### src/rtl/mux4_arb_pkg.sv
// Shared constants, state encoding and pointer helper for the 4-way
// round-robin mux arbiter.
package mux4_arb_pkg;

  localparam int NREQ  = 4;
  localparam int SEL_W = 2;

  typedef enum logic [0:0] {
    ST_IDLE  = 1'b0,
    ST_GRANT = 1'b1
  } arb_state_e;

  // Round-robin pointer advance; the 2-bit add wraps 3 back to 0.
  function automatic logic [SEL_W-1:0] rr_next(input logic [SEL_W-1:0] ptr);
    return ptr + 2'd1;
  endfunction

endpackage

### src/rtl/mux4_rr_arbiter_pick.sv
// Combinational round-robin picker: scans req starting at ptr and wrapping
// modulo 4, and returns the first requester found.
module rr_pick4
  import mux4_arb_pkg::*;
(
  input  logic [NREQ-1:0]  req,
  input  logic [SEL_W-1:0] ptr,
  output logic [SEL_W-1:0] gnt_idx,
  output logic             any
);

  logic [SEL_W-1:0] cand_s;

  // Priority scan from ptr upward; the first hit wins and later hits are ignored.
  always_comb begin
    gnt_idx = 2'd0;
    any     = 1'b0;
    cand_s  = 2'd0;
    for (int k = 0; k < NREQ; k++) begin
      cand_s = ptr + SEL_W'(k);
      if (!any && req[cand_s]) begin
        any     = 1'b1;
        gnt_idx = cand_s;
      end else begin
        any     = any;
      end
    end
  end

endmodule

### src/rtl/mux4_rr_arbiter.sv
// Round-robin arbiter driving one shared 4:1 beat mux. A grant is held for a
// whole packet (or MAX_HOLD beats), then the next requester gets its turn.
module mux4_rr_arbiter
  import mux4_arb_pkg::*;
#(
  parameter int DATA_W   = 8,
  parameter int MAX_HOLD = 16
) (
  input  logic                   clk,
  input  logic                   rst,
  input  logic [NREQ-1:0]        req_valid,
  input  logic [NREQ*DATA_W-1:0] req_data,
  input  logic [NREQ-1:0]        req_last,
  output logic [NREQ-1:0]        req_ready,
  output logic                   out_valid,
  output logic [DATA_W-1:0]      out_data,
  output logic                   out_last,
  input  logic                   out_ready,
  output logic [SEL_W-1:0]       sel,
  output logic                   busy
);

  localparam int CNT_W = ($clog2(MAX_HOLD + 1) < 1) ? 1 : $clog2(MAX_HOLD + 1);
  localparam logic [CNT_W-1:0] HOLD_LAST =
    (MAX_HOLD > 0) ? CNT_W'(MAX_HOLD - 1) : {CNT_W{1'b0}};

  arb_state_e       state_r, state_nx_s;
  logic [SEL_W-1:0] sel_r, sel_nx_s;
  logic [SEL_W-1:0] ptr_r, ptr_nx_s;
  logic [CNT_W-1:0] beat_cnt_r, beat_cnt_nx_s;

  logic [SEL_W-1:0] pick_idx_s;
  logic             pick_any_s;
  logic             grant_s;
  logic             xfer_s;
  logic             hold_hit_s;
  logic             release_s;

  rr_pick4 u_pick (
    .req     (req_valid),
    .ptr     (ptr_r),
    .gnt_idx (pick_idx_s),
    .any     (pick_any_s)
  );

  // Grant qualification and release conditions for the current beat.
  always_comb begin
    grant_s    = (state_r == ST_GRANT) && !rst;
    xfer_s     = grant_s && req_valid[sel_r] && out_ready;
    hold_hit_s = (MAX_HOLD != 0) && (beat_cnt_r == HOLD_LAST);
    release_s  = xfer_s && (req_last[sel_r] || hold_hit_s);
  end

  // Next-state logic: lock onto the picked requester, count beats, release and rotate.
  always_comb begin
    state_nx_s    = state_r;
    sel_nx_s      = sel_r;
    ptr_nx_s      = ptr_r;
    beat_cnt_nx_s = beat_cnt_r;
    case (state_r)
      ST_IDLE: begin
        if (pick_any_s) begin
          state_nx_s    = ST_GRANT;
          sel_nx_s      = pick_idx_s;
          beat_cnt_nx_s = {CNT_W{1'b0}};
        end else begin
          state_nx_s    = ST_IDLE;
        end
      end
      ST_GRANT: begin
        if (release_s) begin
          state_nx_s    = ST_IDLE;
          ptr_nx_s      = rr_next(sel_r);
          beat_cnt_nx_s = {CNT_W{1'b0}};
        end else if (xfer_s) begin
          beat_cnt_nx_s = beat_cnt_r + {{(CNT_W-1){1'b0}}, 1'b1};
        end else begin
          beat_cnt_nx_s = beat_cnt_r;
        end
      end
      default: begin
        state_nx_s    = ST_IDLE;
        beat_cnt_nx_s = {CNT_W{1'b0}};
      end
    endcase
  end

  // State, select, pointer and beat counter registers with synchronous reset.
  always_ff @(posedge clk) begin
    if (rst) begin
      state_r    <= ST_IDLE;
      sel_r      <= 2'd0;
      ptr_r      <= 2'd0;
      beat_cnt_r <= {CNT_W{1'b0}};
    end else begin
      state_r    <= state_nx_s;
      sel_r      <= sel_nx_s;
      ptr_r      <= ptr_nx_s;
      beat_cnt_r <= beat_cnt_nx_s;
    end
  end

  // Beat mux and ready steering; only the granted requester ever sees ready.
  always_comb begin
    out_valid = 1'b0;
    out_data  = {DATA_W{1'b0}};
    out_last  = 1'b0;
    req_ready = 4'b0000;
    if (grant_s) begin
      out_valid        = req_valid[sel_r];
      out_data         = req_data[int'(sel_r)*DATA_W +: DATA_W];
      out_last         = req_last[sel_r];
      req_ready[sel_r] = out_ready;
    end else begin
      out_valid = 1'b0;
    end
  end

  assign sel  = sel_r;
  assign busy = grant_s;

endmodule

### config.mk
export PLATFORM = sky130hd
export DESIGN_NAME = mux4_rr_arbiter
export DESIGN_NICKNAME = d
export VERILOG_FILES = /design/src/rtl/mux4_arb_pkg.sv /design/src/rtl/mux4_rr_arbiter_pick.sv /design/src/rtl/mux4_rr_arbiter.sv
export SDC_FILE = /design/constraint.sdc
export NUM_CORES = 1
export LEC_CHECK = 0
export CAP_MARGIN = 0
export CORE_MARGIN = 4
export CORE_UTILIZATION = 39
export CTS_CLUSTER_SIZE = 25
export DETAILED_ROUTE_END_ITERATION = 16
export GPL_TIMING_DRIVEN = 0
export MAX_ROUTING_LAYER = met4
export PLACE_DENSITY = 0.84
export SLEW_MARGIN = 15
export SYNTH_ARGS = -nofsm -noshare
export SYNTH_HDL_FRONTEND = slang
export SYNTH_HIERARCHICAL = 1
export SYNTH_SLANG_ARGS = --single-unit
### constraint.sdc
create_clock -name clk -period 3.7 [get_ports clk]
set_input_delay 0.37 -clock clk [delete_from_list [all_inputs] [get_ports clk]]
set_output_delay 0.37 -clock clk [all_outputs]
set_load 0.005 [all_outputs]
==> results.json <==
{
  "dp_hpwl_mm": 2.74,
  "core_area_um2": 2320,
  "io_pins": 60,
  "seq_area_frac_synth_pct": 20.2,
  "root_buffer": "clkbuf_4",
  "finalSetupTns_ns": 0,
  "grt_max_degree": 11,
  "htree_levels": 1,
  "timing.rr.start": "beat_cnt_r[0]",
  "synth-simple-area-share_pct": 23.4,
  "synth_top_family_by_area": "simple AND/OR/NAND/NOR gates",
  "ys_top_cells_by_count": "a21oi_1 (11), dfxtp_1 (10), inv_1 (10)",
  "worstHoldStart": "beat_cnt_r[0]",
  "synth_cell_type_count": 34,
  "maxSlewViolCount": 0,
  "p_leak_nw": 0.618,
  "io_buffers": 59,
  "drt_first_iter_violations": 48,
  "worstSetupStartpointType": "primary input",
  "crit_fanout": 10,
  "cts_made_buffers": 3,
  "slew_headroom_pct": 66.6,
  "fp.dieH_um": 58.4,
  "r2r_slack_ns": 1.61,
  "area_growth_syn_to_layout_pct": 65.5,
  "synth_compound_area_share_pct": 18.7,
  "synthesis.area_um2": 990,
  "rsz0062_at_grt": "no",
  "multi_input_area_um2": 717,
  "r2r_end": "beat_cnt_r[2]",
  "synth_xor_xnor_area_share_pct": 0,
  "synth_flop_cell": "dfxtp_1",
  "routed_wl_mm": 3.29,
  "grt_first_pass_wirelength_mm": 5.09,
  "worstSkewPairLatency_ns": 0.27,
  "vias": 1152,
  "postCtsSetupBuffers": 0,
  "synth.top_cells.by_area": "mux4_2 (20%), dfxtp_1 (20%), ha_1 (7.6%), and2_1 (5.7%), a21oi_1 (5.6%)",
  "grt_util_all_layers_pct": 19.6,
  "fin_crit_sh_pct": 73.3,
  "syn_inst": 113,
  "drv_cap": 0,
  "drc": 0,
  "synthMuxAreaShare_pct": 22.8,
  "fmax_mhz": 369,
  "grt_pass1_vias": 1163,
  "overflow": 0,
  "drt-wirelength-per-cell_um": 16.2,
  "regArea_um2": 200,
  "synth.largest_area_cell": "mux4_2",
  "rows": 17,
  "min_path_cells": 2,
  "die_area_um2": 3410,
  "power_density_nw_per_um2": 197,
  "min_path_type": "reg2reg",
  "max-vdd-ir-drop_uv": 200,
  "fillers": 195,
  "die_x_um": 58.4,
  "drive_gt1_share_pct": 11.4,
  "design_area_um2": 1640,
  "status": "finished clean",
  "viasPerCell": 5.67,
  "clk_path_buf_depth": 2,
  "final_util_pct": 70.6,
  "synth-async-reset-ratio_pct": 0,
  "cts_sinks": 10,
  "synth_top_area_share_pct": 20.5,
  "synth_edf_count": 0,
  "crit_type": "in2out",
  "gp_congestion": 0.846,
  "arrival_ns": 2.34,
  "crit_path_end_kind": "primary output",
  "ff2ff_path_depth": 7,
  "cts_resized": 0,
  "setup_violations": 0,
  "placed_area_um2": 1620,
  "hold_viol": 0,
  "cts_tree": "yes",
  "synth.most_common_cell": "a21oi_1",
  "ant_nets": 0,
  "finalCriticalPeriod_ns": 2.71,
  "synth_fa_ha_area_share_pct": 7.59,
  "diodes": 0,
  "cts_hold_buf": 0,
  "cp.required_ns": 3.33,
  "yosysWarningCount": 6,
  "syn-num-nets": 162,
  "worstMarginPinSlew_ns": 0.501,
  "syn_area_per_cell_um2": 8.76,
  "synth-seq-cells": 10,
  "worst_clock_skew_ns": 0.00696,
  "antenna_found_initial": 0,
  "hold_end": "beat_cnt_r[0]",
  "total_power_mw": 0.323,
  "nets": 226,
  "start_util_pct": 42.7,
  "drtPass1Iterations": 4,
  "path_clk_slew_ns": 0.06
}
final cells by class:
cell class                 instances  share of cell area (%)
inverter                          11                    2.52
clock buffer                       3                    1.38
tap                               28                    2.14
buffer                             6                    1.91
timing repair buffer              59                    36.1
multi-input combinational         86                    43.8
sequential                        10                    12.2
worst max-delay path: stages:
cell and delay (ns):
clkdlybuf4s50_1 0.44, nor2b_1 0.16, clkbuf_1 0.34, clkbuf_1 0.34, and2_1 0.18, clkdlybuf4s50_1 0.51
power breakdown:
group | switching [mW] | internal [mW] | leakage, nW | total [mW]
logic | 0.0494 | 0.0847 | 0.523 | 0.134
registers | 0.00460 | 0.110 | 0.0811 | 0.115
clock network | 0.0367 | 0.0376 | 0.0138 | 0.0743
worst max path at each step:
| stage | slack [ns] | cells past startpoint | startpoint | end |
|---|---|---|---|---|
| after global placement | 1.05 | 6 | rst | out_data[2] |
| after floorplan | 1.83 | 7 | beat_cnt_r[0] | beat_cnt_r[0] |
| after global routing | 0.79 | 6 | rst | out_data[5] |
| final | 0.99 | 6 | rst | out_data[2] |
| after CTS | 0.97 | 6 | rst | out_data[2] |
| after detailed placement | 0.99 | 6 | rst | out_data[2] |
through the flow:
| step | worst slack [ns] | cells | hold slack, ns |
|---|---|---|---|
| floorplan | 1.83 | 113 | 0.458 |
| global placement | 1.05 | 200 | 0.472 |
| detailed placement | 0.991 | 200 | 0.490 |
| CTS | 0.966 | 203 | 0.499 |
| global route | 0.790 | 203 | 0.517 |
| finish | 0.988 | 203 | 0.500 |
cells by family (layout without fill, tap and decap cells):
kind of cell / Yosys count / in the layout
adders and majority gates: 6 / 6
AOI/OAI and AO/OA: 28 / 28
and+or+nand+nor: 41 / 41
muxes: 11 / 11
DFF: 10 / 10
buffers and inverters: 17 / 79
registers in the layout, summed over array words and instances, names as in the netlist:
signal      cells
state_r         1
ptr_r           2
beat_cnt_r      5
sel             2
cells in the final DEF, fill, tap and decap left out, types with 2 or more instances in the layout:
| cell | Yosys | final |
|---|---|---|
| a21oi_1 | 11 | 11 |
| clkbuf_1 | 3 | 3 |
| dfxtp_1 | 10 | 10 |
| ha_1 | 6 | 6 |
| inv_1 | 10 | 10 |
| mux2_2 | 2 | 2 |
| and3_1 | 7 | 7 |
| o21ai_0 | 4 | 4 |
| nand2b_1 | 2 | 2 |
| o221ai_1 | 2 | 2 |
| clkbuf_4 | 0 | 3 |
| nor2_1 | 9 | 9 |
| mux4_2 | 9 | 9 |
| nor2b_1 | 2 | 2 |
| clkdlybuf4s50_1 | 0 | 59 |
| nand3_1 | 4 | 4 |
| and2_1 | 9 | 9 |
| nand3b_1 | 3 | 3 |
| o21ai_1 | 3 | 3 |
routing by layer:
metal / global-route usage [%] / wire (um)
met5: - / 0
met3: 5.48 / 371
met4: 3.97 / 29
met1: 20.9 / 1230
met2: 35.9 / 1660
Power figures use the tool's default switching activity.
==> variant 1, RTL diff (same settings) <==
One comparison of `beat_cnt_r` changes from == to >=.
--- a/src/rtl/mux4_rr_arbiter.sv
+++ b/src/rtl/mux4_rr_arbiter.sv
@@ -47,7 +47,7 @@
   always_comb begin
     grant_s    = (state_r == ST_GRANT) && !rst;
     xfer_s     = grant_s && req_valid[sel_r] && out_ready;
-    hold_hit_s = (MAX_HOLD != 0) && (beat_cnt_r == HOLD_LAST);
+    hold_hit_s = (MAX_HOLD != 0) && (beat_cnt_r >= HOLD_LAST);
     release_s  = xfer_s && (req_last[sel_r] || hold_hit_s);
   end
 
Behaviour: no difference found for any inputs over 10 cycles, from zero or initial values and one cycle with rst high; that may be too few to reach the edited logic, so the function may still have changed.
==> variant 1 against the unedited design <==
Cell count shrank 7.9%; power increased by 4.8%; routed wire length is 8.5% lower; synthesized area shrank 7.1%; non-clock buffer count is 3 lower; setup slack improved by 55 ps; sequential cell count unchanged; design area is 3.4% lower; critical path type is now reg -> out.
==> variant 1: results (changes against the unedited design) <==
Global routing
  – Vias in the first global route: 987 (-15%)
  – Global Route Usage Sum: 0.209 (+0.0128)
  – First-pass GRT wire length: 4940 um (-3.0%)

Routing
  – Detailed-route wire length per cell: 16.1 um (-0.68%)
  – Routed wire length: 3010 um (-8.5%)
  – Routed vias: 963 (-16%)
  – Starting DRC count in detailed routing: 14 (-71%)

Power
  – Design internal power: 254 uW (+9.0%)
  – Static Leak: 0.597 nW (-3.4%)
  – Total net switching power: 85.3 uW (-5.9%)

Layout
  – Comb_multi_in: 74 (-14%)
  – Non-clock buffering overhead: 0.382 (+0.00244)
  – Clock buffers and inverters, area share: 0.0229 (+0.00919)
  – Fillers: 183 (-6.2%)
  – Area occupied by multi-input gates: 672 um^2 (-6.3%)
  – Fraction of area in multi-input gates: 0.425 (-0.0129)
  – Clock buf count: 4 (+1)
  – Seq/total area: 0.127 (+0.00435)
  – Non-clock buffers: 62 (-4.6%)
  – Invs w/o clock: 9 (-2)
  – Fin nets: 209 (-7.5%)

Synth
  – Post-synth top cells: 14 x and2_1, 10 x dfxtp_1, 10 x mux4_2, 10 x nor2_1
  – Synth area leaders: mux4_2 24%, dfxtp_1 22%, and2_1 9.5%
  – Netlist cell types: 29 (-15%)
  – Seq/Total Area, Yosys: 0.218 (+0.0154)
  – Synth Instances: 96 (-15%)

Status
  – Outcome: finished clean

STA
  – Clock skew: 4.54 ps (-2.42 ps)
  – Hold_ws: 486 ps (-13.4 ps)
  – Min cycle time layout: 2660 ps (-55.0 ps)
  – Actual slew at the worst max-slew pin: 460 ps (-41.2 ps)

Worst setup path
  – Worst R2R End: beat_cnt_r[4]
  – Arr. time, crit path: 2290 ps (-50 ps)
  – Slowest stage delay, CP: 540 ps (+30 ps)
  – Crit-path slowest cell: mux4_2

Placement
  – Post-DP HPWL: 2560 um (-6.5%)
  – Area after DPL: 1550 um^2 (-4.3%)
  – Cells after DPL: 183 (-8.5%)
  – Pre-CTS setup slack: 1200 ps (+211 ps)
[variant 1: cell types whose count changed in the layout (fill, tap and decap cells not counted), sizes merged, moves of 3 or more]
cell    change
and2        +5
and3        -6
nand3b      -3
o21ai       -4
[variant 1: worst max-delay path by stage]
stage | start | endpoint | cells past startpoint
after CTS | sel[0] | out_data[7] | 4
final | sel[0] | out_data[7] | 4
after floorplan | beat_cnt_r[0] | beat_cnt_r[4] | 7
after global placement | rst | out_data[6] | 5
after detailed placement | rst | out_data[0] | 5
after global routing | sel[0] | out_data[0] | 4
[variant 1: cells by family after synthesis]
logic type,count (synthesis),synth area share
AOI/OAI and AO/OA,17,0.135
xor gates and xnor gates,1,0.00953
buffers and inverters,12,0.0517
muxes,12,0.267
and+or+nand+nor,38,0.238
adders and majority gates,6,0.0816
DFF,10,0.218
[variant 1: metal layers]
layer  track usage  share of wire
met1         0.225           0.37
met4        0.0780          0.018
met3        0.0483          0.049
met5             -              0
met2         0.368           0.56
==> variant 2, RTL diff (config.mk and constraints unchanged) <==
Without the edit above. The parameter `DATA_W` goes from 8 to 6.
--- a/src/rtl/mux4_rr_arbiter.sv
+++ b/src/rtl/mux4_rr_arbiter.sv
@@ -3,7 +3,7 @@
 module mux4_rr_arbiter
   import mux4_arb_pkg::*;
 #(
-  parameter int DATA_W   = 8,
+  parameter int DATA_W   = 6,
   parameter int MAX_HOLD = 16
 ) (
   input  logic                   clk,
Ports: changed (resized out_data and req_data); port bits go from 60 to 50. The function was not compared with the original's and may differ.
==> variant 2 against the unedited design <==
Via count is 18% lower; design area down 9.9%; setup slack gained 41 ps; synthesized area is 7.6% lower; sequential cell count is the same; power down 2.5%; critical path type unchanged; routed wire length decreased by 25%.
==> variant 2: results (changes against the unedited design) <==
Status
  – Outcome: finished clean

Worst setup path
  – Reg2reg start: sel[0]
  – Crit path max fanout: 10 (unchanged)
  – Slowest stage delay, CP: 520 ps
  – Crit-path slowest cell: clkdlybuf4s50_1
  – Arr. time, crit path: 2300 ps (-40 ps)
  – FF-to-FF path depth: 5 (-2)
  – Delay-heaviest family, CP: buffers and inverters
  – CP Launch Point: rst
  – R2R setup slack: 1880 ps (+270 ps)
  – Worst R2R End: ptr_r[1]

Power
  – Static Leak: 0.572 nW (-7.5%)
  – Peak supply drop: 0.280 mV (+40%)
  – Switching part of the total: 0.243 (-0.0375)

Min path
  – Hold endpoint: beat_cnt_r[1]
  – Hold Startpoint: beat_cnt_r[1]
  – Tightest Hold Check Type: reg -> reg

Synth
  – Synth warn: 6 (unchanged)
  – Average size of a mapped cell: 9.53 um^2 (+8.8%)
  – Mux contribution to synthesized area: 0.249 (+0.0214)
  – Synth Area in Adders: 0.0821 (+0.00623)
  – Post-synth top cells: 10 x dfxtp_1, 8 x nor2_1, 7 x a21oi_1, 7 x and2_1, 7 x inv_1
  – Post-synth net total: 137 (-15%)
  – Async S/R FF share, synth: 0 (unchanged)
  – Post-Synth XOR/XNOR Area: 0 (unchanged)
  – Seq/Total Area, Yosys: 0.219 (+0.0166)
  – Compound-Gate Fraction of Synth Area: 0.0930 (-0.0941)
  – Synth area leaders: dfxtp_1 22%, mux4_1 17%, ha_1 8.2%
  – Netlist cell types: 33 (-2.9%)

Global routing
  – First-pass GRT wire length: 4070 um (-20%)
  – GR Util met3: 0.0437 (-0.0111)
  – Vias in the first global route: 930 (-20%)
  – Global Route Usage Sum: 0.165 (-0.0308)
  – Routing usage on met1: 0.170 (-0.0385)
  – Routing usage on met2: 0.317 (-0.0420)

Placement
  – Post-DP HPWL: 2090 um (-24%)
  – Area after DPL: 1440 um^2 (-11%)
  – Gpl congestion: 0.778 (-8.0%)
  – IO buf count: 49 (-17%)
  – Pre-CTS setup slack: 1000 ps (+9.68 ps)
  – Cells after DPL: 173 (-14%)

Clock network
  – Max Root-Sink Buffers: 2 (unchanged)
  – Clk root buf: clkbuf_4

Routing
  – Number of vias per cell: 5.31 (-6.4%)
  – M1 WL: 946 um (-23%)
  – DR WL met2: 1360 um (-18%)
  – Met3 WL: 170 um (-54%)
  – Detailed-route wire length per cell: 14.0 um (-14%)
  – Starting DRC count in detailed routing: 14 (-71%)

STA
  – Hold_ws: 476 ps (-23.6 ps)
  – Actual slew at the worst max-slew pin: 374 ps (-127 ps)
  – Final worst path period share: 0.722 (-0.0111)
  – Clock skew: 6.34 ps (-0.615 ps)

Layout
  – Fillers: 183 (-6.2%)
  – Fraction of layout cells with a size suffix above 1: 0.101 (-0.0136)
  – Area grow syn2layout: 61.4%
  – Fin nets: 191 (-15%)
[variant 2: changes by cell type in the layout (fill, tap and decap cells not counted), moves of 3 or more]
cell             delta
mux4_2              -7
nand2_1             +4
o21ai_0             -3
a21oi_1             -4
mux4_1              +6
o21ai_1             -3
inv_1               -3
clkdlybuf4s50_1    -10
[variant 2: logic make-up (layout without fill, tap and decap cells)]
group / count (synthesis) / count (layout)
buffers and inverters: 11 / 64
adders and majority gates: 6 / 6
muxes: 10 / 10
DFF: 10 / 10
and+or+nand+nor: 45 / 45
AOI/OAI and AO/OA: 14 / 14
[variant 2: power groups by stage]
stage	registers (mW)	clock network, mW	logic (mW)
floorplan	0.116	0	0.0452
global placement	0.116	0	0.102
detailed placement	0.116	0	0.105
CTS	0.114	0.101	0.105
global route	0.114	0.106	0.113
finish	0.114	0.0971	0.104
[variant 2: final cells by class]
class,count,share of cell area
timing repair buffer,49,0.332
tap,28,0.0237
multi-input combinational,75,0.444
inverter,8,0.0203
clock buffer,4,0.0246
sequential,10,0.136
buffer,3,0.0195
